`src/rtl/sid_spi_host.sv`:
```
// sid_spi_host: SPI mode-0 initiator that turns one valid/ready request into a
// 16-bit register write/read frame and returns the captured read byte.
module sid_spi_host #(
   parameter int CLK_DIV = 4
) (
   input  logic       clk_i,
   input  logic       rst_ni,
   input  logic       req_valid_i,
   output logic       req_ready_o,
   input  logic       req_we_i,
   input  logic [6:0] req_addr_i,
   input  logic [7:0] req_wdata_i,
   output logic       rsp_valid_o,
   output logic [7:0] rsp_rdata_o,
   output logic       busy_o,
   output logic       sclk_o,
   output logic       cs_o,
   output logic       mosi_o,
   input  logic       miso_i
);
   localparam int CW = $clog2(CLK_DIV);
   typedef enum logic [2:0] {IDLE, SETUP, SHIFT, HOLD, GAP} state_t;
   state_t        state;
   logic [CW-1:0] cnt;
   logic [3:0]    bit_cnt;
   logic [15:0]   sh;
   logic [7:0]    cap;
   logic [1:0]    miso_sync;
   logic          we_q;
   logic          high;
   logic          last;
   assign last = cnt == CW'(CLK_DIV - 1);
   always_ff @(posedge clk_i or negedge rst_ni) begin
      if (!rst_ni) begin
         state       <= IDLE;
         cnt         <= '0;
         bit_cnt     <= '0;
         sh          <= '0;
         cap         <= '0;
         miso_sync   <= '0;
         we_q        <= 1'b0;
         high        <= 1'b0;
         req_ready_o <= 1'b1;
         busy_o      <= 1'b0;
         rsp_valid_o <= 1'b0;
         rsp_rdata_o <= '0;
         sclk_o      <= 1'b0;
         cs_o        <= 1'b1;
         mosi_o      <= 1'b0;
      end else begin
         miso_sync   <= {miso_sync[0], miso_i};
         rsp_valid_o <= 1'b0;
         cnt         <= (state == IDLE || last) ? '0 : cnt + 1'b1;
         case (state)
            IDLE: if (req_valid_i && req_ready_o) begin
               sh          <= {req_we_i, req_addr_i, req_we_i ? req_wdata_i : 8'h00};
               we_q        <= req_we_i;
               mosi_o      <= req_we_i;
               cs_o        <= 1'b0;
               req_ready_o <= 1'b0;
               busy_o      <= 1'b1;
               state       <= SETUP;
            end
            SETUP: if (last) begin
               state   <= SHIFT;
               bit_cnt <= 4'd15;
               high    <= 1'b0;
            end
            SHIFT: if (last) begin
               if (!high) begin
                  high   <= 1'b1;
                  sclk_o <= 1'b1;
               end else begin
                  // sample the synchronized miso at the end of the high phase
                  high   <= 1'b0;
                  sclk_o <= 1'b0;
                  cap    <= {cap[6:0], miso_sync[1]};
                  if (bit_cnt == 4'd0) state <= HOLD;
                  else begin
                     bit_cnt <= bit_cnt - 1'b1;
                     sh      <= {sh[14:0], 1'b0};
                     mosi_o  <= sh[14];
                  end
               end
            end
            HOLD: if (last) begin
               state       <= GAP;
               cs_o        <= 1'b1;
               rsp_valid_o <= 1'b1;
               if (!we_q) rsp_rdata_o <= cap;
            end
            GAP: if (last) begin
               state       <= IDLE;
               req_ready_o <= 1'b1;
               busy_o      <= 1'b0;
            end
            default: state <= IDLE;
         endcase
      end
   end
endmodule
```
`config.mk`:
```
export PLATFORM = sky130hd
export DESIGN_NAME = sid_spi_host
export DESIGN_NICKNAME = d
export VERILOG_FILES = /design/src/rtl/sid_spi_host.sv
export SDC_FILE = /design/constraint.sdc
export NUM_CORES = 1
export LEC_CHECK = 0
export ABC_CLOCK_PERIOD_IN_PS = 2750
export BUFFER_PORTS_ARGS = -buffer_cell sky130_fd_sc_hd__buf_2
export CORE_MARGIN = 3
export CORE_UTILIZATION = 60
export DETAILED_ROUTE_END_ITERATION = 8
export HOLD_SLACK_MARGIN = 0.15
export PLACE_DENSITY = 0.84
export SYNTH_ARGS = -nofsm -noshare
export SYNTH_HDL_FRONTEND = slang
export SYNTH_SLANG_ARGS = --single-unit
```
`constraint.sdc`:
```
create_clock -name clk_i -period 2.75 [get_ports clk_i]
set_input_delay 0.55 -clock clk_i [delete_from_list [all_inputs] [get_ports clk_i]]
set_output_delay 0.55 -clock clk_i [all_outputs]
set_load 0.005 [all_outputs]
```
# Word-level counts from Yosys, hierarchy flattened
# Index checks and enable logic that the tools add are counted.
[totals]
regBits = 50
inputBits = 20
output_inout_bits = 14
word_cells = 86
[op_classes]
addsub = 2
n_eq_ne = 13
muxes = 37
bitwise = 1
n_reduce_logical = 18
[ops]
columns = ["cell", "n"]
rows = [
  ["15-bit two-way mux", 4],
  ["15-bit one-hot mux with 2 select lines", 1],
  ["3-bit two-way mux", 7],
  ["4-bit two-way mux", 4],
  ["3-bit one-hot mux with 5 select lines", 1],
  ["3-bit AND reduction", 5],
  ["2-bit != test, second input constant", 7],
  ["1-bit two-way mux", 12],
  ["1-bit one-hot mux with 2 select lines", 5],
  ["5-bit AND reduction", 2],
  ["8-bit two-way mux", 1],
  ["4-bit one-hot mux with 2 select lines", 1],
  ["2-bit nonzero test", 4],
  ["7-bit AND reduction", 1],
  ["3-bit by 2-bit equality test with 1-bit output, second input constant", 2],
  ["4-bit logical NOT", 1],
  ["2-bit AND reduction", 2],
  ["4-bit by 1-bit subtractor with 4-bit output, second input constant", 1],
  ["3-bit by 1-bit equality test with 1-bit output, second input constant", 1],
  ["3-bit equality test, second input constant", 1],
  ["3-bit logical NOT", 1],
  ["2-bit by 1-bit adder with 2-bit output, second input constant", 1],
  ["2-bit equality test, second input constant", 1],
  ["2-bit two-way mux", 1],
  ["4 further kinds", 4],
]

# Longest topological paths before layout
[depth]
word_depth = 5
depth_mapped = 7
depth_no_buf = 6

# Worst setup path after synthesis
# OpenSTA, ideal clock, no wires.
[synth_timing]
path_kind = "register to register"
start = "reg bit_cnt[0]"
end = "reg mosi_o"
setup_ns = 0.126
t_arrival_ns = 1.520
required_time_ns = 2.624
slack_ns = 1.104
path_stages_with_launch = 8
n_path_buf = 1
period_less_slack_ns = 1.646
cell_sequence = "dfrtp_1 inv_1 ha_1 nor3b_2 o21ai_1 and2_1 clkbuf_1 a2bb2oi_1"
[synth_via]
elab_chain_len = 3
[synth_rtl]
columns = ["item", "line", "rtl"]
rows = [
  ["from (decl)", "25", "logic [3:0] bit_cnt;"],
  ["from (signal assigned)", "80", "bit_cnt <= bit_cnt - 1'b1;"],
  ["4-bit logical NOT", "78", "if (bit_cnt == 4'd0) state <= HOLD;"],
  ["2-bit != test (no source line)", "--", ""],
  ["5-bit AND reduction (no source line)", "--", ""],
  ["to (signal assigned)", "58", "mosi_o <= req_we_i;"],
  ["to (signal assigned)", "82", "mosi_o <= sh[14];"],
  ["to (decl)", "18", "output logic mosi_o,"],
]
# No other way between the ends.
# A chain may end at the register's enable or synchronous reset.

# Worst setup path after layout
# Ends and elaborated chain as after synthesis.

==> impl_metrics.env <==
export IMPL_routedWlPerCell_um=16.2
export IMPL_irDropWorstVdd_mv=0.458
export IMPL_row_count=21
export IMPL_cap_violations=0
export IMPL_antenna_cells=0
export IMPL_async_reset_ff_share_pct=100
export IMPL_rsz0062_at_grt="no"
export IMPL_cts_root_buf="clkbuf_4"
export IMPL_maxSlewHeadroom_pct=59.7
export IMPL_die_w_um=66.1
export IMPL_dp_cells=250
export IMPL_die_y_um=66.1
export IMPL_setup_viol=0
export IMPL_fmax_ghz=0.517
export IMPL_syn_mean_instance_area_um2=12.2
export IMPL_wl_mm=4.18
export IMPL_final_util_pct=70.7
export IMPL_syn_nets=201
export IMPL_arrival_ps=2230
export IMPL_final_layout_size_suffix_gt1_share_pct=32.5
export IMPL_combPwrFrac_pct=3.7
export IMPL_p_int_w=0.000856
export IMPL_vias_per_cell=6.03
export IMPL_vias=1555
export IMPL_leakagePower_nw=1.22
export IMPL_yosys_warnings=0
export IMPL_min_period_ps=1930
export IMPL_synth_seq_area_share_pct=57.9
export IMPL_grt_pass1_vias=1486
export IMPL_synth_edf_count=0
export IMPL_hold_buffers=0
export IMPL_cp_required_ps=3050
export IMPL_crit_start="bit_cnt[0]$_DFFE_PN0P_"
export IMPL_numPortBuffers=33
export IMPL_dp_hpwl_mm=2.94
export IMPL_clkLatencyLatePin_ps=380
export IMPL_syn_area_um2=2160
export IMPL_drc=0
export IMPL_crit_fanout=8
export IMPL_drtAntennaViolNets=0
export IMPL_fin_nets=234
export IMPL_grt_pass1_wl_mm=6.83
export IMPL_ctsResizeCount=0
export IMPL_power_density_nw_per_um2=461
export IMPL_grtUsageTotal_pct=21.3
export IMPL_crit_slowest_cell="or3b_2"
export IMPL_swShare_pct=23.0
export IMPL_start_kind="flip-flop"
export IMPL_synthFlopType="dfrtp_1"
export IMPL_synthCells=178
export IMPL_initial_core_util_pct=63.4
export IMPL_skew_ps=14.7
export IMPL_crit_type="flip-flop to flip-flop"
export IMPL_clock_sinks=50
export IMPL_fp_dieArea_um2=4360
export IMPL_path_clk_slew_ps=140
export IMPL_hold_viol_final=0
export IMPL_gr_total_overflow=0
export IMPL_synth_cell_types=37
export IMPL_cts_made_buffers=5
export IMPL_seqPwrFrac_pct=66.3
export IMPL_pwr_share_clk_pct=30.0
export IMPL_drv_slew=0
export IMPL_worst_pin_slew_ps=605
export IMPL_drt_iter0_markers=86
export IMPL_crit_path_max_incr_delay_ps=490
export IMPL_htreeDepth=2
export IMPL_final_cells=258
export IMPL_r2r_start="bit_cnt[0]$_DFFE_PN0P_"
export IMPL_ys_ff_latch=50
export IMPL_outcome="complete, no violations"
export IMPL_cts_setup_buffers=0
export IMPL_end_kind="flip-flop"
export IMPL_hold_path_class="input pin to async pin"
export IMPL_hold_worst_slack_ps=244
export IMPL_syn2layout_area_growth_pct=11.6
export IMPL_clockBufferDepth=2
export IMPL_cts_tree="built"
export IMPL_core_area_um2=3420
export IMPL_crit_chain="inv_1, ha_1, or3b_2, nand3_1, o22ai_1, a2bb2oi_1"
export IMPL_fin_tns_setup_ps=0
export IMPL_period_share_pct=70.3
export IMPL_drt_pass1_iterations=4
export IMPL_p_sw_w=0.000256
export IMPL_place_congestion=0.840
export IMPL_pin_count=34
export IMPL_antenna_found_initial=0
export IMPL_grt_max_degree=51
-- critical path, delay by kind of cell (launching register included) --
kind                     cells  cell delay (ps)
AO/OA/AOI/OAI                2              370
buffers and inverters        1              100
adder cells (fa/ha/maj)      1              220
flip-flops                   1              400
AND/OR/NAND/NOR              2              760
-- state kept, by name, summed over array words and instances, names as in the netlist --
name	count
sh	15
cap	8
rsp_rdata_o	8
bit_cnt	4
state	3
cnt	2
miso_sync	2
busy_o	1
cs_o	1
high	1
mosi_o	1
req_ready_o	1
rsp_valid_o	1
sclk_o	1
we_q	1
-- layout by cell type (no fill, tap or decap), types with 3 or more instances in the layout --
master	instances
a21oi_1	12
a22oi_1	7
a2bb2oi_1	8
and2_1	3
buf_2	33
buf_4	3
clkbuf_4	5
dfrtp_1	48
ha_1	3
inv_1	4
mux2_2	17
nand2_1	10
nand3_1	3
nor2_1	4
nor3_1	4
o21ai_0	5
o22ai_1	8
o2bb2ai_1	7
-- per-layer routing --
metal / vias to the layer above / GRT usage, % / wire length [um]
li1: 726 / - / -
met1: 772 / 28.4 / 1800
met2: 46 / 33.5 / 2100
met3: 11 / 6.29 / 180
met4: 0 / 7.36 / 104
met5: - / 0 / 0
-- power groups by stage --
| stage | clock network [W] | logic, W | registers [W] |
|---|---|---|---|
| after global routing | 0.000369 | 0.0000470 | 0.000738 |
| after CTS | 0.000343 | 0.0000422 | 0.000738 |
| final | 0.000334 | 0.0000410 | 0.000737 |
| after detailed placement | 0 | 0.0000419 | 0.000751 |
| after floorplan | 0 | 0.0000107 | 0.000751 |
| after global placement | 0 | 0.0000397 | 0.000751 |
-- stage by stage --
| step | area [um^2] | setup slack (ps) | power (W) |
|---|---|---|---|
| 4_1_cts | 2410 | 829 | 0.00112 |
| 6_report | 2410 | 818 | 0.00111 |
| 2_1_floorplan | 2160 | 1100 | 0.000762 |
| 3_3_place_gp | 2360 | 959 | 0.000791 |
| 3_5_place_dp | 2360 | 879 | 0.000793 |
| 5_1_grt | 2410 | 693 | 0.00115 |
-- synthesized netlist by cell type (all sizes together) (4+ instances only) --
master / instances / area share [%]
o21ai: 6 / 1.4
nor2: 5 / 0.98
o2bb2ai: 7 / 2.8
o22ai: 8 / 2.3
a22oi: 7 / 2.4
inv: 4 / 0.69
nand2: 10 / 1.7
clkbuf: 4 / 0.69
buf: 6 / 1.6
nor3: 5 / 1.7
nor3b: 4 / 1.8
dfrtp: 48 / 55
a21oi: 12 / 2.8
a2bb2oi: 8 / 3.2
mux2: 17 / 8.8
-- layout make-up --
cell class / count / area, um^2
Sequential cell: 50 / 1250
Clock inverter: 2 / 13.8
Multi-Input combinational cell: 114 / 846
Clock buffer: 6 / 41.3
Inverter: 4 / 15.0
Fill cell: 249 / 1000
Tap cell: 46 / 57.6
Timing Repair Buffer: 36 / 188
-- path summary, 6_finish.rpt --
kind	cells past startpoint	slack, ps	to
max in group asynchronous	2	2090	sh[5]$_DFFE_PN0P_
worst min register to register	0	380	miso_sync[1]$_DFF_PN0_
worst min-delay path	2	240	busy_o$_DFFE_PN0P_
worst max register to register	6	820	mosi_o$_DFFE_PN0P_
worst max-delay path	6	820	mosi_o$_DFFE_PN0P_
min in group clk_i	1	270	miso_sync[0]$_DFF_PN0_
-- logic make-up after synthesis --
| logic type | share of synthesized area (%) |
|---|---|
| fa+ha+maj | 1.73 |
| buf+inv | 3.01 |
| simple gates | 11.0 |
| mux | 8.84 |
| compound gates | 17.5 |
| flops | 57.9 |
(Power assumes the default switching activity.)
